===== src/rtl/booth_multiplier_if.sv =====
// booth_multiplier_if: start/done handshake and operand/result bus of the Booth multiplier.
// Latency: n/a (wires only).
// Backpressure: none; the master may raise start at any time and the slave ignores it while busy.
// Ports (signals): start, multiplicand, multiplier (master -> slave);
//                  busy, done, product (slave -> master).
interface booth_multiplier_if #(
   parameter int WIDTH = 8
);
   logic                 start;
   logic [WIDTH-1:0]     multiplicand;
   logic [WIDTH-1:0]     multiplier;
   logic                 busy;
   logic                 done;
   logic [2*WIDTH-1:0]   product;

   modport master (
      output start, multiplicand, multiplier,
      input  busy, done, product
   );

   modport slave (
      input  start, multiplicand, multiplier,
      output busy, done, product
   );
endinterface


===== src/rtl/booth_multiplier.sv =====
// booth_multiplier: multi-cycle signed (two's-complement) Booth multiplier with integrated controller.
// Latency: WIDTH RUN cycles (WE/2 with radix-4), done pulses in the cycle after the last iteration.
// Backpressure: none; start is accepted only in IDLE or DONE and ignored while busy.
//
// Optional feature macro: BOOTH_RADIX4_EN selects radix-4 (modified) Booth recoding, retiring
// two multiplier bits per cycle. Without it only the radix-2 datapath is built.
//
// Ports:
//   clk    rising-edge clock
//   clr_n  asynchronous active-low clear of all state and outputs
//   bus    slave side of booth_multiplier_if:
//            start, multiplicand (M), multiplier (Q) in; busy, done, product out.
// WIDTH legal range is 2..32; the interface instance must use the same WIDTH.
module booth_multiplier #(
   parameter int WIDTH = 8
) (
   input  logic              clk,
   input  logic              clr_n,
   booth_multiplier_if.slave bus
);

`ifdef BOOTH_RADIX4_EN
   // Multiplier is sign-extended to an even width so it splits into whole bit pairs.
   localparam int WE = WIDTH + (WIDTH % 2);
   // Two guard bits: +/-2M must fit alongside the running accumulator.
   localparam int AW = WIDTH + 2;
   localparam int SH = 2;
`else
   localparam int WE = WIDTH;
   // One guard bit so A-M cannot overflow when M is the most negative value.
   localparam int AW = WIDTH + 1;
   localparam int SH = 1;
`endif
   localparam int CW = $clog2(WIDTH + 1);
   localparam int PW = 2 * WIDTH;
   localparam logic [CW-1:0] ITERS = CW'(WE / SH);

   typedef enum logic [1:0] {
      IDLE = 2'd0,
      RUN  = 2'd1,
      DONE = 2'd2
   } state_t;

   state_t               state_q;
   logic signed [AW-1:0] a_q;
   logic signed [AW-1:0] m_q;
   logic [WE-1:0]        q_q;
   logic                 q1_q;
   logic [CW-1:0]        count_q;
   logic [PW-1:0]        product_q;

   logic signed [AW-1:0] sum;
   logic signed [AW-1:0] a_d;
   logic [WE-1:0]        q_d;
   logic                 q1_d;

   // One Booth iteration: recode the low multiplier bits, add the selected multiple of M,
   // then shift {A,Q,Q_1} arithmetically right by the number of bits retired.
   always_comb begin
      sum = a_q;
`ifdef BOOTH_RADIX4_EN
      case ({q_q[1], q_q[0], q1_q})
         3'b001, 3'b010: sum = a_q + m_q;
         3'b011:         sum = a_q + (m_q <<< 1);
         3'b100:         sum = a_q - (m_q <<< 1);
         3'b101, 3'b110: sum = a_q - m_q;
         default:        sum = a_q;
      endcase
`else
      case ({q_q[0], q1_q})
         2'b01:   sum = a_q + m_q;
         2'b10:   sum = a_q - m_q;
         default: sum = a_q;
      endcase
`endif
      // A keeps its sign on the shift; the bits falling out of A enter the top of Q,
      // and the last bit shifted out of Q becomes the new Q_1.
      a_d  = sum >>> SH;
      q_d  = WE'({sum[SH-1:0], q_q} >> SH);
      q1_d = q_q[SH-1];
   end

   // Controller and datapath registers. DONE accepts a new start directly so a held start
   // gives back-to-back operation with one result every ITERS+1 cycles.
   always_ff @(posedge clk or negedge clr_n) begin
      if (!clr_n) begin
         state_q   <= IDLE;
         a_q       <= '0;
         m_q       <= '0;
         q_q       <= '0;
         q1_q      <= 1'b0;
         count_q   <= '0;
         product_q <= '0;
      end else begin
         case (state_q)
            IDLE, DONE: begin
               if (bus.start) begin
                  a_q     <= '0;
                  m_q     <= AW'($signed(bus.multiplicand));
                  q_q     <= WE'($signed(bus.multiplier));
                  q1_q    <= 1'b0;
                  count_q <= ITERS;
                  state_q <= RUN;
               end else begin
                  state_q <= IDLE;
               end
            end
            RUN: begin
               a_q     <= a_d;
               q_q     <= q_d;
               q1_q    <= q1_d;
               count_q <= count_q - CW'(1);
               // Last iteration: the shifted {A,Q} already holds the full product;
               // the guard bits above 2*WIDTH are pure sign copies and are dropped.
               if (count_q == CW'(1)) begin
                  product_q <= PW'({a_d, q_d});
                  state_q   <= DONE;
               end
            end
            default: state_q <= IDLE;
         endcase
      end
   end

   // Decoded straight from the state register, so neither output can glitch.
   assign bus.busy    = (state_q == RUN);
   assign bus.done    = (state_q == DONE);
   assign bus.product = product_q;

endmodule


===== src/flat_wrapper.sv =====
// flat-port wrapper written by rule: the top's interface ports become plain ports
module booth_multiplier_flat 
#(
   parameter int WIDTH = 8
)
  (clk, clr_n, bus_start, bus_multiplicand, bus_multiplier, bus_busy, bus_done, bus_product);
  booth_multiplier_if #(.WIDTH(WIDTH)) bus_i ();
  input  logic clk;
  input  logic clr_n;
  input wire logic [$bits(bus_i.start)-1:0] bus_start;
  input wire logic [$bits(bus_i.multiplicand)-1:0] bus_multiplicand;
  input wire logic [$bits(bus_i.multiplier)-1:0] bus_multiplier;
  output wire logic [$bits(bus_i.busy)-1:0] bus_busy;
  output wire logic [$bits(bus_i.done)-1:0] bus_done;
  output wire logic [$bits(bus_i.product)-1:0] bus_product;
  assign bus_i.start = bus_start;
  assign bus_i.multiplicand = bus_multiplicand;
  assign bus_i.multiplier = bus_multiplier;
  assign bus_busy = bus_i.busy;
  assign bus_done = bus_i.done;
  assign bus_product = bus_i.product;
  booth_multiplier #(.WIDTH(WIDTH)) u_core (.clk(clk), .clr_n(clr_n), .bus(bus_i));
endmodule

===== config.mk =====
export PLATFORM = sky130hd
export DESIGN_NAME = booth_multiplier_flat
export DESIGN_NICKNAME = d
export VERILOG_FILES = /design/src/rtl/booth_multiplier_if.sv /design/src/rtl/booth_multiplier.sv /design/src/flat_wrapper.sv
export SDC_FILE = /design/constraint.sdc
export NUM_CORES = 1
export LEC_CHECK = 0
export BUFFER_PORTS_ARGS = -buffer_cell sky130_fd_sc_hd__buf_2
export CAP_MARGIN = 20
export CORE_ASPECT_RATIO = 1.5
export CORE_MARGIN = 2
export CORE_UTILIZATION = 45
export DETAILED_ROUTE_END_ITERATION = 10
export GPL_TIMING_DRIVEN = 0
export PLACE_DENSITY = 0.65
export SLEW_MARGIN = 20
export SYNTH_ARGS = -nofsm -noshare
export SYNTH_HDL_FRONTEND = slang
export SYNTH_SLANG_ARGS = --single-unit
export TNS_END_PERCENT = 30

===== constraint.sdc =====
create_clock -name clk -period 4.2 [get_ports clk]
set_input_delay 0 -clock clk [delete_from_list [all_inputs] [get_ports clk]]
set_output_delay 0 -clock clk [all_outputs]
set_load 0.02 [all_outputs]

[Word-level counts from Yosys, hierarchy flattened]
Index checks and enable logic that the tools add are counted.
Word-level totals
  input bits: 19
  bits in registers: 48
Cells by class
  add/subtract/negate cells: 3
  reductions and logical operators: 6
  multiplexer cells: 12
  eq/ne operators: 7
Operators with widths (number)
  $pmux W9 S2: 2
  $pmux W8 S2: 1
  $add A9 B8 Y9: 1
  $mux W9: 1
  $sub A9 B8 Y9: 1
  $mux W8: 1
  $pmux W4 S2: 1
  $reduce_and A2 Y1: 3
  $eq A2 B1 Y1 const B: 2
  $eq A2 B2 Y1 const B: 2
  $eq A4 B1 Y1 const B: 1
  $mux W4: 1
  $pmux W2 S2: 1
  $sub A4 B1 Y4 const B: 1
  $logic_not A2 Y1: 1
  $mux W1: 2
  $mux W2: 1
  $ne A2 B1 Y1 const B: 1
  $ne A2 B2 Y1 const B: 1
  $pmux W1 S2: 1
  $reduce_bool A2 Y1: 1
  $reduce_or A2 Y1: 1

[Longest topological paths before layout]
Gate-level depths: netlist of run 1.
  depth in word-level cells: 4
  depth in mapped cells: 12

[Worst setup path before layout of run 1]
Ideal clock, no wire load.
  path kind: register to register
  start point: register u_core.q_q[0]
  end point: register u_core.a_q[6]
  setup time: 122 ps
  arrival time: 2184 ps
  required time: 4078 ps
  setup slack: 1894 ps
  clock period less this slack: 2306 ps
  path buffers: 1
  stages on the path, launching flop included: 12
  cell sequence: dfrtp_1 -> ha_1 -> buf_6 -> a21oi_1 -> xnor2_1 -> ha_1 -> a21o_1 -> a21oi_1 -> nor2b_1 -> a311oi_2 -> mux2i_1 -> nand2_1
On the way
  cells in the longest elaborated chain, start to end: 3
Ends and longest elaborated chain
  start, declared: RTL line booth_multiplier.sv:47  | logic [WE-1:0] q_q;
  start signal, assigned: RTL line booth_multiplier.sv:100  | q_q <= WE'($signed(bus.multiplier));
  start signal, assigned: RTL line booth_multiplier.sv:110  | q_q <= q_d;
  $eq A2 B2 Y1 or $eq A2 B1 Y1 (tied branches): RTL line booth_multiplier.sv:70  | case ({q_q[0], q1_q})
  $pmux W9 S2 (*): RTL line booth_multiplier.sv:70
  $pmux W9 S2 (*): RTL line booth_multiplier.sv:95  | case (state_q)
  end signal, assigned: RTL line booth_multiplier.sv:88  | a_q <= '0;
  end signal, assigned: RTL line booth_multiplier.sv:98  | a_q <= '0;
  end signal, assigned: RTL line booth_multiplier.sv:109  | a_q <= a_d;
  end, declared: RTL line booth_multiplier.sv:45  | logic signed [AW-1:0] a_q;
Every way passes the cells marked *; elsewhere a longest branch is shown, timed or not.
A chain may end at the register's enable or synchronous reset.

[Worst setup path after layout of run 1]
  start point: register u_core.m_q[0]
  end point: register u_core.a_q[4]
On the way
  cells in the longest elaborated chain, start to end: 3
Ends and longest elaborated chain
  start, declared: RTL line booth_multiplier.sv:46  | logic signed [AW-1:0] m_q;
  start signal, assigned: RTL line booth_multiplier.sv:99  | m_q <= AW'($signed(bus.multiplicand));
  $sub A9 B8 Y9 or $add A9 B8 Y9 (tied branches): RTL line booth_multiplier.sv:72, booth_multiplier.sv:71
  $pmux W9 S2 (*): RTL line booth_multiplier.sv:70
  $pmux W9 S2 (*): RTL line booth_multiplier.sv:95
Marks and branches as above.

==> results by group, run 1 <==
Final layout
  • Fin nets: 361
  • Fin util: 55.7%
  • Fillcell total: 518
  • Diodes inserted: 0
  • Layout cells sized above 1: 16.1%
  • Area grow syn2layout: 21.1%
  • Final std cells w/o fill: 400

Logic synthesis
  • Ys Warns: 0
  • Top-count cell post-synth: nand2_1
  • Post-synthesis cell count: 269
  • Post-synth ARST share: 100%
  • Synthesized area: 2470 um2
  • Post-synth EDFFs: 0
  • Synth Register Bits: 47
  • Distinct cells, synth: 43
  • Synth Area per Inst: 9.17 um2
  • Top cells by count, synth: nand2_1, dfrtp_1, o21ai_1
  • Top FF cell, synth: dfrtp_1
  • Seq/Total Area, Yosys: 47.7%
  • Post-synth top area share: 47.7%
  • Area leader, netlist: dfrtp_1
  • Net Count, Synth: 301
  • Area contributors post-synth: dfrtp_1, nand2_1, ha_1, o21ai_1, xnor2_1

Route
  • ANT nets after route: 0
  • Pre-antenna DRT Iters: 7
  • Met2 wire len: 2970 um
  • DRT iter0 DRCs: 94
  • Drt wl/cell: 13.9 um
  • Highest Signal Layer: met4
  • DRC viols: 0
  • Total number of vias: 2055
  • Final WL: 5560 um
  • Vias per cell: 5.14
  • Met3 WL post-DR: 138 um
  • WL met1: 2310 um

Timing
  • Final period utilization: 65.4%
  • Final setup viols: 0
  • Fin Clk Skew: 7.01 ps
  • Hold WS: 196 ps
  • Final hold violations: 0
  • Final setup TNS: 0 ps
  • RSZ-0062 raised after global routing: no
  • Max_slew headroom: 59.6%
  • Slew @ Worst Pin: 606 ps
  • Slew Limit Fails: 0
  • Max frequency: 364 MHz
  • Min Clock Period, post-route: 2750 ps

Clock tree
  • Root cell of the clock tree: clkbuf_8
  • PostCTS Resize Cnt: 0
  • CTS Hold Bufs: 17
  • Cts bufs inserted: 5
  • CTS tree: done
  • Clk sinks: 47
  • Max Root-Sink Buffers: 2
  • H-tree depth: 2
  • Clk slew on worst S/H paths: 80 ps
  • Post-CTS Setup Bufs: 0
  • Clock Latency Late Sink: 300 ps

Worst setup path
  • Worst R2R Setup Slack: 1450 ps
  • Crit Path Max Fanout: 4
  • Crit path kind: flip-flop to flip-flop
  • Reg2reg end: u_core.a_q[4]
  • CP endpoint kind: flip-flop
  • R2R Path Start: u_core.m_q[0]
  • Worst setup path endpoint: u_core.a_q[4]
  • Crit path launch type: flip-flop
  • Required @ worst endpoint: 4370 ps
  • Launch point of the worst path: u_core.m_q[0]
  • Arr. time, crit path: 2910 ps
  • Reg2Reg Depth: 10

Floorplan
  • Die W: 64.5 um
  • Starting density of the core: 46.0%
  • Die height: 94.7 um
  • Ports: 37
  • Die footprint: 6100 um2
  • Num rows: 33
  • Core area: 5370 um2

Global route
  • GRT overflow: 0
  • First-pass GRT wire length: 9470 um
  • Initial antenna violation count: 0
  • Total track usage: 20.1%
  • Vias in the first global route: 2083
  • Largest net degree at the start of global routing: 48

Min path
  • Hold Path Class: primary input to flip-flop

Outcome
  • Status: completed

Placement
  • Port Buf Inserts: 36
  • GPL Wtd Cong: 0.879
  • Inst Count DP: 375
  • HPWL after DPL: 4050 um

Run
  • Maxcap violations: 0
[area by class of cell]
class / instances / area, um2 / share of cell area, %
Clock buffer: 7 / 76.3 / 2.55
Buffer: 11 / 51.3 / 1.72
Sequential cell: 47 / 1180 / 39.3
Multi-Input combinational cell: 197 / 1170 / 39.3
Tap cell: 70 / 87.6 / 2.93
Timing Repair Buffer: 53 / 353 / 11.8
Inverter: 14 / 66.3 / 2.22
Clock inverter: 1 / 5.00 / 0.167
[worst max-delay path, stage by stage, from the launching register on]
cell	delay (ps)
dfrtp_1	430
inv_1	80
ha_1	300
mux2i_1	330
ha_1	310
nor2b_1	120
o21ai_1	170
a21oi_1	150
or3_1	330
a31oi_1	290
o21ai_1	100
[state kept, by name, summed over array words and instances (netlist names)]
signal and flops:
u_core.count_q 4, u_core.a_q 8, u_core.q1_q 1, u_core.bus.product 16, u_core.q_q 8, u_core.state_q 2, u_core.m_q 8
[worst min-delay path by stage]
stage,from,end,slack (ps),cells past startpoint
floorplan,clr_n,u_core.a_q[0],-300,0
global placement,bus_multiplicand[2],u_core.m_q[2],190,3
detailed placement,bus_multiplicand[3],u_core.m_q[3],190,3
CTS,bus_start,u_core.state_q[0],200,4
global route,bus_start,u_core.state_q[0],280,4
finish,bus_start,u_core.state_q[0],200,4
[per-stage QoR]
stage	area (um2)	worst slack, ps
2_1_floorplan	2470	1890
3_3_place_gp	2740	1560
3_5_place_dp	2740	1500
4_1_cts	2990	1460
5_1_grt	2990	1310
6_report	2990	1450
[cell usage in the layout, fill, tap and decap left out, drive strengths merged, types with 2 or more instances in the layout]
master and count:
dfrtp 47, nand3 4, nor3 6, xnor2 10
dlygate4sd3 17, a21oi 11, nor2b 4, a22oi 8
mux2i 5, nand2b 2, buf 40, o21ai 25
inv 13, a31oi 5, nor2 10, ha 12
xor2 2, a211oi 2, clkbuf 14, nand2 73
a22o 2, and3 3
[cells by family (layout without fill, tap and decap cells)]
logic type	Yosys count	count (layout)	synth area share [%]
and+or+nand+nor	106	106	18.8
AOI/OAI and AO/OA	60	60	15.2
DFF	47	47	47.7
buffers and inverters	25	86	4.77
adders and majority gates	13	13	6.90
xor gates and xnor gates	12	12	4.26
muxes	6	6	2.48
[layer usage]
metal | vias up | GRT usage, %
li1 | 1027 | -
met1 | 985 | 24.7
met2 | 33 | 35.0
met3 | 10 | 2.98
met4 | 0 | 8.87
met5 | - | 0
Power of run 1 is left out: the tool's default activity adds up to more than one toggle a clock period on the data nets, which glitch-free logic cannot reach.
==> inputs of run 2 (changes only) <==
Settings changed: ABC_AREA set to 1, PLACE_DENSITY 0.65 to 0.68.
Clock period 4.2 ns to 2.3 ns, I/O delays scaled along.
==> results by group, run 2 <==
Logic synthesis
  • Net Count, Synth: 347
  • Area leader, netlist: dfrtp_1
  • Synth Register Bits: 47
  • Area contributors post-synth: dfrtp_1, nand2_1, ha_1, inv_1, o21ai_0
  • Post-synth top area share: 45.8%
  • Post-synth ARST share: 100%
  • Post-synth EDFFs: 0
  • Synth Area per Inst: 8.15 um2
  • Post-synthesis cell count: 315
  • Synthesized area: 2570 um2
  • Top-count cell post-synth: nand2_1
  • Top cells by count, synth: nand2_1, dfrtp_1, inv_1
  • Seq/Total Area, Yosys: 45.8%
  • Ys Warns: 0
  • Top FF cell, synth: dfrtp_1
  • Distinct cells, synth: 35

Worst setup path
  • Slowest-stage cell, CP: dfrtp_1
  • Crit path kind: flip-flop to flip-flop
  • Max stage delay on crit path: 400 ps
  • Arr. time, crit path: 2540 ps
  • Crit Path Max Fanout: 5
  • Sequence of cells on the critical path: inv_2 > buf_4 > nand3_1 > nor3_2 > nor2_1 > xor2_1 > inv_1 > ha_4 > nand2_1 > nand2_1 > a21oi_2 > nand2_1 > nand2_2 > nand3_2 > nand2_1 > nand2_2 > nand2_1 > nand2_1
  • Required @ worst endpoint: 2500 ps
  • Crit-path most repeated cell: nand2_1
  • Crit path launch type: flip-flop
  • CP endpoint kind: flip-flop

Route
  • Pre-antenna DRT Iters: 4
  • DRT iter0 DRCs: 112
  • Total number of vias: 2266
  • Drt wl/cell: 13.0 um
  • ANT nets after route: 0
  • Vias per cell: 4.98
  • Final WL: 5900 um
  • DRC viols: 0

Timing
  • Fin Clk Skew: 4.30 ps
  • Max frequency: 428 MHz
  • Max_slew headroom: 60.4%
  • RSZ-0062 raised after global routing: yes
  • Min Clock Period, post-route: 2340 ps
  • Final worst setup slack: -37.4 ps
  • Final setup viols: 4
  • Final setup TNS: -88.3 ps
  • Final period utilization: 102%
  • Final hold violations: 0
  • Slew Limit Fails: 0
  • Slew @ Worst Pin: 594 ps

Global route
  • Total track usage: 19.8%
  • Largest net degree at the start of global routing: 48
  • First-pass GRT wire length: 9640 um
  • Vias in the first global route: 2211
  • GRT overflow: 0
  • Initial antenna violation count: 0

Floorplan
  • Num rows: 33
  • Die footprint: 6340 um2
  • Core area: 5490 um2
  • Ports: 37
  • Die W: 65.7 um
  • Starting density of the core: 46.8%
  • Die height: 96.5 um

Outcome
  • Failing checks: negative setup slack
  • Status: finished with violations

Placement
  • GPL Wtd Cong: 0.826
  • Inst Count DP: 421
  • HPWL after DPL: 4030 um
  • Port Buf Inserts: 36

Final layout
  • Area grow syn2layout: 31.6%
  • Layout cells sized above 1: 29.6%
  • Most frequent cells in the layout: nand2_1, dfrtp_1, buf_2, inv_1, dlygate4sd3_1
  • Max reg flops: 16
  • Diodes inserted: 0
  • Fillcell total: 492
  • Final std cells w/o fill: 455
  • Most common cell after layout, fill and taps aside: nand2_1
  • Fin nets: 416

Clock tree
  • Clk sinks: 47
  • Clk slew on worst S/H paths: 90 ps
  • H-tree depth: 2
  • Root cell of the clock tree: clkbuf_8
  • Cts bufs inserted: 5
  • CTS tree: done
  • Max Root-Sink Buffers: 2
  • Clock Latency Late Sink: 300 ps

Min path
  • Hold Path Class: primary input to flip-flop

Run
  • Maxcap violations: 0
run 2: final timing paths:
check / depth (start not counted) / from / slack, ps / endpoint
worst max-delay path: 18 / u_core.m_q[0] / -40 / u_core.bus.product[15]
worst min-delay path: 4 / bus_start / 130 / u_core.m_q[5]
worst max register to register: 18 / u_core.m_q[0] / -40 / u_core.bus.product[15]
worst min register to register: 2 / u_core.bus.product[7] / 480 / u_core.bus.product[7]
max in group asynchronous: 2 / clr_n / 1650 / u_core.bus.product[6]
min in group asynchronous: 2 / clr_n / 240 / u_core.count_q[3]
run 2: cell families after synthesis:
family | count (synthesis) | synth area share, %
compound gates | 48 | 12.2
xor+xnor | 7 | 2.39
fa+ha+maj | 13 | 6.63
buf+inv | 49 | 8.09
flops | 47 | 45.8
simple gates | 151 | 24.9
run 2: repair_timing:
action	CTS	global route
endpoints found under the setup margin	9	12
pin swaps	13	18
setup buffers	6	3
endpoints found under the hold margin	63	0
hold buffers	17	0
resized for setup	18	22
run 2: cell type report:
| type | instances | area (um2) | area share [%] |
|---|---|---|---|
| buffer | 9 | 57.6 | 1.70 |
| clock buffer | 5 | 68.8 | 2.04 |
| clock inverter | 3 | 43.8 | 1.30 |
| inverter | 40 | 150 | 4.44 |
| multi-input combinational | 219 | 1370 | 40.6 |
| sequential | 47 | 1180 | 34.8 |
| tap | 70 | 87.6 | 2.59 |
| timing repair buffer | 62 | 424 | 12.6 |
run 2: worst max-delay path: cells and delay by family (launching register included):
family | cells | cell delay, ps
flip-flops | 1 | 400
AO/OA/AOI/OAI | 1 | 140
AND/OR/NAND/NOR | 12 | 990
adder cells (fa/ha/maj) | 1 | 240
XOR/XNOR | 1 | 140
buffers and inverters | 3 | 320
run 2: through the flow:
stage	util [%]	hold slack (ps)	setup slack [ps]	instance area (um2)
after floorplan	-	-296	65.2	2580
after global placement	51.9	195	-199	2850
after detailed placement	51.9	204	-245	2850
after CTS	59.1	137	-99.5	3250
after global routing	61.5	171	-167	3380
final	61.5	134	-37.4	3380
run 2: metal layers:
layer	vias to the layer above	GRT usage, %	routed length [um]
li1	1146	-	-
met1	1067	21.5	2360
met5	-	0	0
met2	41	37.8	3230
met4	0	7.12	155
met3	12	3.24	156
Power of run 2 is left out for the same reason.
==> inputs of run 3 (changes only) <==
Settings changed: ABC_AREA 1 to unset, RECOVER_POWER set to 50.
==> results by group, run 3 (synthesis results as in run 1) <==
Clock tree
  • Clock Latency Late Sink: 300 ps
  • Clk slew on worst S/H paths: 90 ps
  • Cts bufs inserted: 5
  • CTS tree: done
  • Clk sinks: 47
  • H-tree depth: 2
  • Root cell of the clock tree: clkbuf_8
  • Max Root-Sink Buffers: 2

Placement
  • Port Buf Inserts: 36
  • GPL Wtd Cong: 0.876
  • Dpl ws: -465 ps
  • Area after DPL: 2740 um2
  • HPWL after DPL: 4120 um

Floorplan
  • Ports: 37
  • Die W: 64.5 um
  • Starting density of the core: 46.0%
  • Die height: 94.7 um
  • Die footprint: 6100 um2
  • Core area: 5370 um2
  • Num rows: 33

Run
  • Maxcap violations: 0

Route
  • Total number of vias: 2233
  • Final WL: 6560 um
  • Drt wl/cell: 15.6 um
  • Pre-antenna DRT Iters: 4
  • Vias per cell: 5.30
  • ANT nets after route: 0
  • DRC viols: 0
  • DRT iter0 DRCs: 82

Worst setup path
  • Crit Path Max Fanout: 8
  • CP endpoint kind: flip-flop
  • Crit path kind: flip-flop to flip-flop
  • Sequence of cells on the critical path: ha_4 > buf_8 > nor2_2 > xnor2_2 > ha_1 > nand3_2 > a211o_1 > a211oi_4 > nor3_1 > o21ai_1 > o31ai_1
  • Arr. time, crit path: 2680 ps
  • Required @ worst endpoint: 2490 ps
  • Slowest-stage cell, CP: dfrtp_1
  • Crit path launch type: flip-flop
  • Max stage delay on crit path: 420 ps

Timing
  • Final worst setup slack: -190 ps
  • Min Clock Period, post-route: 2490 ps
  • RSZ-0062 raised after global routing: yes
  • Final setup viols: 9
  • Slew Limit Fails: 0
  • Max frequency: 402 MHz
  • Slew @ Worst Pin: 1210 ps
  • Fin Clk Skew: 11.0 ps
  • Max_slew headroom: 19.4%
  • Final hold violations: 0
  • Final period utilization: 108%

Final layout
  • Area grow syn2layout: 35.8%
  • Final instance area: 3350 um2
  • Most frequent cells in the layout: nand2_1, dfrtp_1, buf_2, buf_4, o21ai_1
  • Max reg flops: 16
  • Diodes inserted: 0
  • Most common cell after layout, fill and taps aside: nand2_1
  • Layout cells sized above 1: 29.1%
  • Fin nets: 383

Global route
  • Initial antenna violation count: 0
  • First-pass GRT wire length: 9970 um
  • Total track usage: 21.3%
  • Vias in the first global route: 2188
  • Largest net degree at the start of global routing: 48
  • GRT overflow: 0

Outcome
  • Status: finished with violations
  • Failing checks: negative setup slack

Min path
  • Hold Path Class: primary input to flip-flop
==> run 3: cell types whose count changed in the layout (fill, tap and decap cells not counted), moves of 7 or more <==
cell,previous run,this run
inv_1,32,10
o221ai_1,7,0
nand2_1,104,71
nand2_2,9,2
a22oi_1,0,8
o21ai_0,16,5
clkbuf_1,2,12
nand3_1,11,3
buf_4,10,22
o21ai_1,3,19
o21ai_2,9,1
==> run 3: stage by stage <==
stage / setup TNS, ps / std cells / util [%] / hold WS, ps
after floorplan: 0 / 269 / - / -296
after global placement: -2170 / 375 / 51.0 / 191
after detailed placement: -2790 / 375 / 51.0 / 194
after CTS: -771 / 414 / 59.3 / 198
after global routing: -1790 / 421 / 62.4 / 304
final: -888 / 421 / 62.4 / 236
==> run 3: final cells by class <==
class	count	area, um2
Tap cell	70	87.6
Multi-Input combinational cell	197	1350
Clock inverter	1	30.0
Clock buffer	6	72.6
Inverter	14	66.3
Buffer	11	55.1
Fill cell	441	2020
Timing Repair Buffer	75	510
Sequential cell	47	1180
==> run 3: repair_timing <==
action | 4_1_cts | 5_1_grt
gates resized for setup | 16 | 25
cloned | 0 | 0
setup buffers | 15 | 7
endpoints found under the setup margin | 12 | 14
hold endpoints to repair | 63 | 0
hold buffers | 17 | 0
pin swaps | 13 | 14
==> run 3: metal layers <==
metal  share of wire, %  global-route usage (%)  vias to the layer above
met3                2.5                    2.62                       20
met2                 56                    40.9                       46
met5                  0                       0                        -
li1                   -                       -                     1072
met1                 38                    23.2                     1095
met4                3.7                    8.87                        0
==> run 3: critical path: cells and delay by family (launching register included) <==
family / cells / cell delay, ps
and+or+nand+nor: 3 / 390
adders and majority gates: 2 / 490
DFF: 1 / 420
xor gates and xnor gates: 1 / 100
buffers and inverters: 1 / 140
AOI/OAI and AO/OA: 4 / 850
==> run 3: worst paths after layout <==
check                                      startpoint                    end  slack, ps  depth (start not counted)
max in group asynchronous                       clr_n          u_core.m_q[2]       1020                          2
worst max register to register          u_core.q_q[0]          u_core.a_q[7]       -190                         11
worst min-delay path                        bus_start      u_core.state_q[0]        240                          4
worst min register to register  u_core.bus.product[4]  u_core.bus.product[4]        480                          2
worst max-delay path                    u_core.q_q[0]          u_core.a_q[7]       -190                         11
min in group asynchronous                       clr_n      u_core.count_q[2]        480                          2
Power of run 3 is left out for the same reason.
